===== config.mk =====
export PLATFORM = sky130hd
export DESIGN_NAME = word_serializer
export DESIGN_NICKNAME = d
export VERILOG_FILES = /design/src/rtl/serial_defs_pkg.sv /design/src/rtl/ce_divider.sv /design/src/rtl/word_serializer.sv
export SDC_FILE = /design/constraint.sdc
export NUM_CORES = 1
export LEC_CHECK = 0
export ABC_CLOCK_PERIOD_IN_PS = 1600
export CAP_MARGIN = 20
export CORE_MARGIN = 10
export CORE_UTILIZATION = 42
export DETAILED_ROUTE_END_ITERATION = 16
export PLACE_DENSITY = 0.69
export SETUP_SLACK_MARGIN = 0.15
export SKIP_LAST_GASP = 1
export SLEW_MARGIN = 25
export SYNTH_ARGS = -nofsm -noshare
export SYNTH_HDL_FRONTEND = slang
export SYNTH_SLANG_ARGS = --single-unit

===== constraint.sdc =====
create_clock -name i_clk -period 1.6 [get_ports i_clk]
set_input_delay 0.32 -clock i_clk [delete_from_list [all_inputs] [get_ports i_clk]]
set_output_delay 0.32 -clock i_clk [all_outputs]
set_load 0.01 [all_outputs]

===== src/rtl/serial_defs_pkg.sv =====
// Shared definitions for the serial front end and its downstream shift stages.
//   state_t          : serializer FSM state encoding
//   DEF_DW           : default word width
//   DEF_CLKS_PER_BIT : default clock cycles per emitted bit
package serial_defs;

  typedef enum logic {
    ST_IDLE  = 1'b0,
    ST_SHIFT = 1'b1
  } state_t;

  localparam int DEF_DW           = 8;
  localparam int DEF_CLKS_PER_BIT = 4;

endpackage


===== src/rtl/ce_divider.sv =====
// Clock-enable strobe generator. Counts down from CLKS_PER_BIT-1 while running
// and pulses o_ce for one cycle when the count reaches zero, then reloads.
//   i_clk     : system clock
//   i_reset_n : asynchronous active-low reset
//   i_run     : count while high; o_ce is forced low while i_run is low
//   i_restart : reload the count (takes priority over counting)
//   o_ce      : one-cycle strobe, decoded from registers
module ce_divider
  import serial_defs::*;
#(
  parameter int CLKS_PER_BIT = DEF_CLKS_PER_BIT
) (
  input  logic i_clk,
  input  logic i_reset_n,
  input  logic i_run,
  input  logic i_restart,
  output logic o_ce
);

  localparam int DIVW = $clog2(CLKS_PER_BIT - 1) + 1;
  localparam logic [DIVW-1:0] RELOAD = DIVW'(CLKS_PER_BIT - 1);

  logic [DIVW-1:0] div;

  always_ff @(posedge i_clk or negedge i_reset_n) begin
    if (!i_reset_n) begin
      div <= '0;
    end else if (i_restart) begin
      div <= RELOAD;
    end else if (i_run) begin
      if (div == '0) div <= RELOAD;
      else           div <= div - 1'b1;
    end
  end

  always_comb begin
    o_ce = i_run && (div == '0);
  end

endmodule


===== src/rtl/word_serializer.sv =====
// Parallel-to-serial front end. Accepts DW-bit words on a valid/ready
// handshake and emits them MSB-first, one bit per o_ce strobe.
//   i_clk     : system clock
//   i_reset_n : asynchronous active-low reset
//   i_valid   : upstream presents a word on i_data
//   i_data    : word to serialize, sampled only on accept
//   o_ready   : a word can be accepted this cycle
//   o_bit     : current serial bit (MSB of the shift register)
//   o_ce      : one-cycle strobe marking when o_bit is valid downstream
//   o_busy    : a word is in flight
module word_serializer
  import serial_defs::*;
#(
  parameter int DW           = DEF_DW,
  parameter int CLKS_PER_BIT = DEF_CLKS_PER_BIT
) (
  input  logic          i_clk,
  input  logic          i_reset_n,
  input  logic          i_valid,
  input  logic [DW-1:0] i_data,
  output logic          o_ready,
  output logic          o_bit,
  output logic          o_ce,
  output logic          o_busy
);

  localparam int CW = $clog2(DW - 1) + 1;

  state_t          state, state_nxt;
  logic [DW-1:0]   sreg;
  logic [CW-1:0]   bitcnt;
  logic            ce;
  logic            last_bit;
  logic            accept;

  ce_divider #(
    .CLKS_PER_BIT(CLKS_PER_BIT)
  ) u_ce_divider (
    .i_clk     (i_clk),
    .i_reset_n (i_reset_n),
    .i_run     (state == ST_SHIFT),
    .i_restart (accept),
    .o_ce      (ce)
  );

  // The final strobe of a word doubles as the accept window for the next
  // word, so back-to-back words keep the strobe cadence unbroken.
  always_comb begin
    state_nxt = state;
    last_bit  = ce && (bitcnt == '0);
    o_ready   = (state == ST_IDLE) || last_bit;
    accept    = i_valid && o_ready;
    case (state)
      ST_IDLE:  if (accept) state_nxt = ST_SHIFT;
      ST_SHIFT: if (last_bit) state_nxt = accept ? ST_SHIFT : ST_IDLE;
      default:  state_nxt = ST_IDLE;
    endcase
    o_ce   = ce;
    o_busy = (state == ST_SHIFT);
    o_bit  = (state == ST_SHIFT) ? sreg[DW-1] : 1'b0;
  end

  always_ff @(posedge i_clk or negedge i_reset_n) begin
    if (!i_reset_n) begin
      state  <= ST_IDLE;
      sreg   <= '0;
      bitcnt <= '0;
    end else begin
      state <= state_nxt;
      if (accept) begin
        sreg   <= i_data;
        bitcnt <= CW'(DW - 1);
      end else if (ce) begin
        sreg <= {sreg[DW-2:0], 1'b0};
        // Hold at zero on the final strobe instead of wrapping.
        if (bitcnt != '0) bitcnt <= bitcnt - 1'b1;
      end
    end
  end

endmodule

==> metrics.cfg, run 1 <==
[run_status]
status=finished with violations
violations=negative setup slack

[drt]
wl_mm=2.09
wire_per_inst_microns=14.2
m1WireLength_microns=866
drc_errors=0
wl_met2_mm=1.12
routed.top_layer=met4
dr.pass1.iters=4
first_iter_violations=27
ant_nets=0
drt-vias-per-instance=4.97
met3_length_microns=90
vias=730

[synthesis]
yosys-top-cells-area=dfrtp_1 (48%), a221o_1 (8.4%), ha_1 (6.0%), and3_1 (5.2%), inv_1 (3.1%)
synth-simple-area-share_pct=18.1
ys_ff_latch=16
synth_area_leader_cell=dfrtp_1
synth_top_area_share_pct=48.0
synth_top_family_by_area=compound AO/OA/AOI/OAI gates
ys_seq_area_share_pct=48.0
synth_mux_area_share_pct=2.40
syn_nets=92
synth_warnings=0
synth.avg_cell_area_sq_um=10.8
synthAdderAreaFrac_pct=6.00
synth.distinct_cells=25
synth-compound-area-share_pct=18.6
synth_xor_area_share_pct=1.05
postSynthCellCount=77
netlist_area_sq_um=835

[timing]
slew_viol_final=0
clock_skew_ns=0.00275
finalCritPeriodShare_pct=116
tightest_slew_ns=0.235
slew_headroom_pct=84.2
fmax_mhz=538
min_period_ns=1.86
rsz0062_at_grt=true
final-hold-violation-count=0
setup_ws_ns=-0.257
finalSetupViolCount=12

[floorplanning]
die_w_microns=64.6
rows=16
die_h_microns=64.6
io_pins=15
core-area_sq_um=1920
start_util_pct=43.4
die-area_sq_um=4170

[clock_tree]
ctsHoldBuffers=0
h-tree-depth=1
clk_pin_slew_ns=0.09
clk_latency_ns=0.28
clock-root-buffer=clkbuf_4
cts_tree=built
clockBufferDepth=2
numCtsBuffers=3
clkSinkCount=16

[final_layout]
final_nets=136
regArea_sq_um=400
drive_above_1_share_pct=39.2
multiInputGateArea_sq_um=434
diodes=0
area_growth_pct=51.6
fin_area_sq_um=1260
fillers=177
final_core_util_pct=65.8

[global_routing]
grt_max_degree=17
grt_pass1_vias=754
track_usage_pct=10.3
grt_overflow=0
antenna_found_initial=0
grt_pass1_wl_mm=3.44

[worst_setup_path]
crit_fanout=2
cp.arrival_ns=1.54
cp_data_required_time_ns=1.28
critPathCaptureType=primary output
worstSetupPathType=flop to primary output
crit_path_start_kind=flop

[place]
dpl.hpwl_mm=1.45
io_buffers=14
placed_area_sq_um=1130
dp_worst_setup_slack_ns=-0.394
globalplace.congestion=0.844

[pwr]
peakVddDrop_mv=0.939
powerDensity_nw_per_um2=1480
finalPower_w=0.00187
p_leak_nw=0.639

[worst_hold_path]
hold_class=primary input to async pin

[job]
maxCapViolCount=0

==> path summary, 6_finish.rpt <==
kind | start | endpoint | slack, ns | cells after the start
max in group asynchronous | i_reset_n | sreg[3] | 1.06 | 2
min reg2reg | sreg[3] | sreg[4] | 0.50 | 1
max reg2reg | bitcnt[1] | sreg[2] | -0.20 | 6
min in group i_clk | sreg[3] | sreg[4] | 0.50 | 1
min | i_reset_n | o_busy | 0.36 | 2
max | bitcnt[1] | o_ready | -0.26 | 5
==> cell families after synthesis <==
group | Yosys count
muxes | 2
AOI/OAI and AO/OA | 18
and+or+nand+nor | 27
xor gates and xnor gates | 1
buffers and inverters | 9
DFF | 16
adders and majority gates | 4
==> sequential cells by signal (all words and copies together), names as in the netlist <==
| signal | count |
|---|---|
| sreg | 8 |
| u_ce_divider.div | 3 |
| o_busy | 1 |
| bitcnt | 4 |
==> synthesized netlist by cell type <==
cell,n
o21ai_4,1
and3_1,7
inv_1,7
o21a_1,1
buf_8,1
dfrtp_1,16
nand2_1,7
a22o_1,2
and2_4,1
nor2_1,3
a21o_1,1
ha_1,4
nand3b_1,1
a31oi_1,3
and2_1,1
o211ai_1,1
a21oi_1,2
or3b_4,1
a221o_1,7
or2b_2,1
nor3_1,3
buf_4,1
nand2b_1,2
xnor2_1,1
mux2i_1,2
==> area by class of cell <==
class,instances,share of cell area (%)
timing repair buffer,40,26.4
sequential,16,31.7
inverter,7,2.08
clock buffer,4,2.87
tap,27,2.67
multi-input combinational,53,34.3
==> where the power goes <==
group	switching, W	internal (W)
logic	0.000395	0.000575
registers	0.0000925	0.000548
clock network	0.000124	0.000138
==> stage by stage <==
step	instances	setup TNS, ns	hold WS, ns
floorplan	77	-0.385	0.0244
global placement	133	-2.04	0.479
detailed placement	133	-2.30	0.485
CTS	145	-1.77	0.348
global route	147	-2.80	0.349
finish	147	-1.77	0.355
==> critical path, stage by stage (launching register included) <==
cell,delay (ns)
dfrtp_1,0.40
inv_2,0.08
ha_4,0.13
or3b_4,0.39
o21ai_4,0.14
buf_6,0.12
==> cell usage in the layout (no fill, tap or decap), types with 3 or more instances in the layout <==
| master | n |
|---|---|
| inv_1 | 3 |
| inv_2 | 4 |
| dfrtp_1 | 16 |
| nor3_1 | 3 |
| a221o_1 | 7 |
| clkdlybuf4s50_1 | 10 |
| and3_1 | 7 |
| a31oi_1 | 3 |
| nand2_1 | 5 |
| clkbuf_4 | 3 |
| buf_4 | 24 |
| nor2_1 | 3 |
| buf_6 | 3 |
==> routing by layer <==
layer / track usage (%) / up-vias
met5: 0 / -
met4: 4.01 / 0
met3: 2.58 / 2
met2: 17.6 / 12
met1: 12.1 / 350
li1: - / 366
==> timing repair <==
action / CTS / global route
gates resized for setup: 26 / 1
setup buffers: 7 / 2
endpoints found under the setup margin: 16 / 16
cloned: 1 / 0
pin swaps: 3 / 0
Note: power is estimated with default switching activity, not from simulation.
==> run 2, diff against run 1 <==
--- a/config.mk
+++ b/config.mk
@@ -8,10 +8,10 @@
 export ABC_CLOCK_PERIOD_IN_PS = 1600
 export CAP_MARGIN = 20
 export CORE_MARGIN = 10
-export CORE_UTILIZATION = 42
+export CORE_UTILIZATION = 45
 export DETAILED_ROUTE_END_ITERATION = 16
-export PLACE_DENSITY = 0.69
-export SETUP_SLACK_MARGIN = 0.15
+export PLACE_DENSITY = 0.73
+export SETUP_SLACK_MARGIN = 0.4
 export SKIP_LAST_GASP = 1
 export SLEW_MARGIN = 25
 export SYNTH_ARGS = -nofsm -noshare
==> run 2 against run 1 <==
  * Clock power increased by 5%
  * Sequential power decreased by 1%
  * Design area increased by 8.3%
  * Clock skew about the same
  * Hold slack got worse by 0.027 ns
  * Critical path type unchanged
  * The flow still finishes with violations (negative setup slack)
  * Utilization increased by 13 points
  * Critical path depth unchanged
==> metrics.cfg, run 2 (synthesized netlist as in run 1, its figures left out) <==
[floorplanning]
start_util_pct=47.8
core-area_sq_um=1750
die_h_microns=63.1
io_pins=15
die_w_microns=63.1
rows=15
die-area_sq_um=3980

[clock_tree]
clockBufferDepth=2
cts_tree=built
clkSinkCount=16
numCtsBuffers=3
clock-root-buffer=clkbuf_4
clk_latency_ns=0.29
ctsHoldBuffers=0
h-tree-depth=1
clk_pin_slew_ns=0.10

[pwr]
finalPower_w=0.00201
clkPwrFrac_pct=13.7
powerDensity_nw_per_um2=1460
intPower_w=0.00134
seqPwrFrac_pct=31.5
p_leak_nw=0.682
p_sw_w=0.000667
swShare_pct=33.2
peakVddDrop_mv=0.982
power_frac_comb_pct=54.8

[final_layout]
largest_reg_flops=8
final_cell_mix=buf_4 (23), dfrtp_1 (16), buf_6 (13), clkdlybuf4s50_1 (10)
largestRegisters=sreg: 8 flops, bitcnt: 4 flops, u_ce_divider.div: 3 flops
final_common_cell=buf_4
area_growth_pct=64.2
diodes=0
final_nets=143
regMostFlops=sreg
drive_above_1_share_pct=44.9
fillers=104

[drt]
dr.pass1.iters=4
vias=766
wl_mm=2.20
ant_nets=0
drc_errors=0
drt-vias-per-instance=5.04
first_iter_violations=34
wire_per_inst_microns=14.4

[timing]
finalCritPeriodShare_pct=117
setup_ws_ns=-0.269
fmax_mhz=535
slew_headroom_pct=84.1
rsz0062_at_grt=true
clock_skew_ns=0.00309
slew_viol_final=0
finalSetupTns_ns=-1.69
tightest_slew_ns=0.236
final-hold-violation-count=0
finalSetupViolCount=11
min_period_ns=1.87

[global_routing]
track_usage_pct=11.1
antenna_found_initial=0
grt_pass1_wl_mm=3.65
grt_max_degree=17
grt_overflow=0
grt_pass1_vias=803

[job]
maxCapViolCount=0

[worst_setup_path]
rr_worst_depth=6
regToRegStartpoint=bitcnt[1]
crit_chain=inv_2, ha_4, or3b_4, o21ai_4, buf_6
crit_fanout=2
critPathSlowestCell=dfrtp_1
crit_path_start_kind=flop
critical_path.startpoint=bitcnt[1]
crit_end=o_ready
r2r-end=sreg[1]
worstSetupPathType=flop to primary output
crit_path_max_incr_delay_ns=0.40
critPathCaptureType=primary output
r2r_setup_slack_ns=-0.19
cp_data_required_time_ns=1.28
cp.arrival_ns=1.55
cp.depth=5
cp_top_family=flip-flops
critPathBufInv=2

[run_status]
status=finished with violations
violations=negative setup slack

[worst_hold_path]
hold_class=primary input to async pin

[place]
dpl.hpwl_mm=1.49
io_buffers=14
globalplace.congestion=0.899

==> run 2: area by class of cell <==
class / instances / area, sq um / share of cell area [%]
clock buffer: 4 / 36.3 / 2.65
tap: 25 / 31.3 / 2.28
multi-input combinational: 53 / 452 / 33.0
sequential: 16 / 400 / 29.2
inverter: 7 / 26.3 / 1.92
timing repair buffer: 47 / 424 / 31.0
==> run 2: how the worst min path moves through the flow <==
stage,startpoint,slack (ns),to,depth (start not counted)
5_1_grt,i_reset_n,0.34,u_ce_divider.div[1],2
6_report,i_reset_n,0.33,u_ce_divider.div[1],2
4_1_cts,i_reset_n,0.33,u_ce_divider.div[1],2
3_3_place_gp,sreg[5],0.48,sreg[6],1
3_5_place_dp,sreg[0],0.49,sreg[0],1
2_1_floorplan,i_reset_n,0.02,bitcnt[0],0
==> run 2: metal layers <==
layer / global-route usage (%) / share of wire, %
met1: 13.0 / 42
met2: 18.9 / 54
met3: 2.65 / 2.9
met4: 4.19 / 1.2
met5: 0 / 0
==> run 2: through the flow <==
stage                     instances  util, %  area [sq um]  setup WS, ns  hold slack (ns)
final                           152     78.5          1370        -0.269            0.329
after global routing            152     78.5          1370        -0.335            0.342
after CTS                       148     74.8          1310        -0.271            0.327
after detailed placement        136     66.5          1160        -0.390            0.494
after global placement          136     66.5          1160        -0.371            0.480
after floorplan                  77        -           851       -0.0476           0.0244
==> run 2: timing repair <==
item,in CTS,in global routing
pin swaps,2,3
gates cloned,1,0
buffers inserted,7,4
setup endpoints to repair,20,20
gates resized for setup,34,8
hold endpoints to repair,0,0
==> run 2: power by group through the flow <==
| stage | registers, W | logic, W | clock network [W] |
|---|---|---|---|
| finish | 0.000631 | 0.00110 | 0.000276 |
| floorplan | 0.000629 | 0.000452 | 0 |
| detailed placement | 0.000634 | 0.000859 | 0 |
| global route | 0.000649 | 0.00121 | 0.000303 |
| global placement | 0.000627 | 0.000834 | 0 |
| CTS | 0.000630 | 0.000991 | 0.000281 |
==> run 3, diff against run 2 <==
==> constraint.sdc (replaced) <==
create_clock -name i_clk -period 1.6 [get_ports i_clk]
set_input_delay 0.32 -clock i_clk [delete_from_list [all_inputs] [get_ports i_clk]]
set_output_delay 0.32 -clock i_clk [all_outputs]
set_load 0.02 [all_outputs]
==> run 3 against run 2 <==
  * The flow still finishes with violations (negative setup slack)
  * Clock skew down 0.0016 ns
  * Largest power group unchanged
  * Utilization up 0.72 points
  * Sequential power about the same
  * Critical path depth unchanged
  * Clock power down 1%
  * Via count up 1.3%
  * Global-route usage down 0.10 points
  * Register-to-register slack worse by 0.02 ns
==> metrics.cfg, run 3 (synthesized netlist as in run 1, its figures left out) <==
[drt]
vias=776
wl_mm=2.42
first_iter_violations=30
wire_per_inst_microns=16.2
drc_errors=0
drt-vias-per-instance=5.21
ant_nets=0
dr.pass1.iters=4

[final_layout]
final_common_cell=buf_4
fillers=107
drive_above_1_share_pct=47.6
diodes=0
regMostFlops=sreg
final_nets=140
area_growth_pct=65.7
largestRegisters=sreg: 8 flops, bitcnt: 4 flops, u_ce_divider.div: 3 flops
largest_reg_flops=8
final_cell_mix=buf_4 (24), dfrtp_1 (15), clkdlybuf4s50_1 (10)
final_core_util_pct=79.2
regArea_sq_um=402
multiInputGateArea_sq_um=468
stdcell_count=149

[timing]
finalSetupViolCount=12
setup_ws_ns=-0.316
fmax_mhz=522
finalCritPeriodShare_pct=120
slew_viol_final=0
slew_headroom_pct=82.9
clock_skew_ns=0.00149
tightest_slew_ns=0.254
min_period_ns=1.92
final-hold-violation-count=0
rsz0062_at_grt=true

[place]
dp_worst_setup_slack_ns=-0.484
dpl.hpwl_mm=1.53
io_buffers=14
dp_cells=133
globalplace.congestion=0.833

[global_routing]
antenna_found_initial=0
grt_pass1_vias=778
grt_max_degree=17
grt_pass1_wl_mm=3.55
track_usage_pct=11.0
grt_overflow=0

[run_status]
status=finished with violations
violations=negative setup slack

[worst_setup_path]
critPathCaptureType=primary output
crit_fanout=2
r2r_setup_slack_ns=-0.21
cp.arrival_ns=1.60
crit_path_start_kind=flop
worstSetupPathType=flop to primary output
critPathSlowestCell=dfrtp_1
cp_data_required_time_ns=1.28
crit_path_max_incr_delay_ns=0.41
r2r-end=sreg[1]
crit_chain=inv_2, ha_4, or2b_2, o21ai_4, buf_6
regToRegStartpoint=bitcnt[1]
rr_worst_depth=6

[clock_tree]
clk_latency_ns=0.29
cts_tree=built
clkSinkCount=16
clockBufferDepth=2
h-tree-depth=1
clock-root-buffer=clkbuf_4
numCtsBuffers=3
clk_pin_slew_ns=0.10

[pwr]
swShare_pct=34.4
clkPwrFrac_pct=13.2
peakVddDrop_mv=0.926
powerDensity_nw_per_um2=1490
p_sw_w=0.000709
seqPwrFrac_pct=30.7
intPower_w=0.00135
power_frac_comb_pct=56.1
p_leak_nw=0.682
finalPower_w=0.00206

[job]
maxCapViolCount=0

[floorplanning]
rows=15
die-area_sq_um=3980
start_util_pct=47.8
die_h_microns=63.1
io_pins=15
core-area_sq_um=1750
die_w_microns=63.1

[worst_hold_path]
hold_class=primary input to async pin

## run 3: worst max-delay path by stage
stage / start / end / slack (ns) / cells after the start
2_1_floorplan: bitcnt[1] / sreg[1] / -0.11 / 7
3_5_place_dp: bitcnt[1] / o_ready / -0.48 / 5
5_1_grt: u_ce_divider.div[1] / o_ready / -0.38 / 5
4_1_cts: bitcnt[0] / o_ready / -0.29 / 5
3_3_place_gp: bitcnt[1] / o_ready / -0.46 / 5
6_report: u_ce_divider.div[1] / o_ready / -0.32 / 5
## run 3: power groups by stage
stage	clock [W]	combinational [W]	sequential (W)
2_1_floorplan	0	0.000463	0.000630
3_3_place_gp	0	0.000832	0.000627
3_5_place_dp	0	0.000881	0.000630
4_1_cts	0.000276	0.000983	0.000619
5_1_grt	0.000300	0.00125	0.000650
6_report	0.000272	0.00115	0.000632
## run 3: per-layer routing
layer	up-vias	track usage [%]	part of all wire (%)
li1	373	-	-
met4	0	3.35	0.87
met1	387	12.7	42
met2	12	19.2	55
met5	-	0	0
met3	4	2.83	2.9
## run 3: repair_timing
item                                   CTS  global route
endpoints found under the hold margin    0             0
setup endpoints to repair               20            20
gates resized for setup                 33            12
hold buffers                             0             0
pin swaps                                2             4
cloned                                   1             1
setup buffers                            4             6
## run 3: critical path: cells and delay by family (launching register included)
family / cells / cell delay (ns)
adder cells (fa/ha/maj): 1 / 0.15
flip-flops: 1 / 0.41
AO/OA/AOI/OAI: 1 / 0.17
buffers and inverters: 2 / 0.23
AND/OR/NAND/NOR: 1 / 0.35
## run 3: per-stage QoR
| stage | TNS, ns | instance area (sq um) | hold WS [ns] |
|---|---|---|---|
| after floorplan | -0.973 | 852 | 0.0244 |
| after global placement | -2.16 | 1150 | 0.478 |
| after detailed placement | -2.50 | 1150 | 0.487 |
| after CTS | -1.72 | 1260 | 0.353 |
| after global routing | -2.87 | 1380 | 0.359 |
| final | -2.09 | 1380 | 0.351 |
## run 3: final cells by class
cell class | instances | share of cell area, %
multi-input cells | 53 | 33.8
repair buffers | 44 | 30.3
flip-flops and latches | 16 | 29.0
clock buffers | 4 | 2.62
well taps | 25 | 2.26
inverters | 7 | 1.90
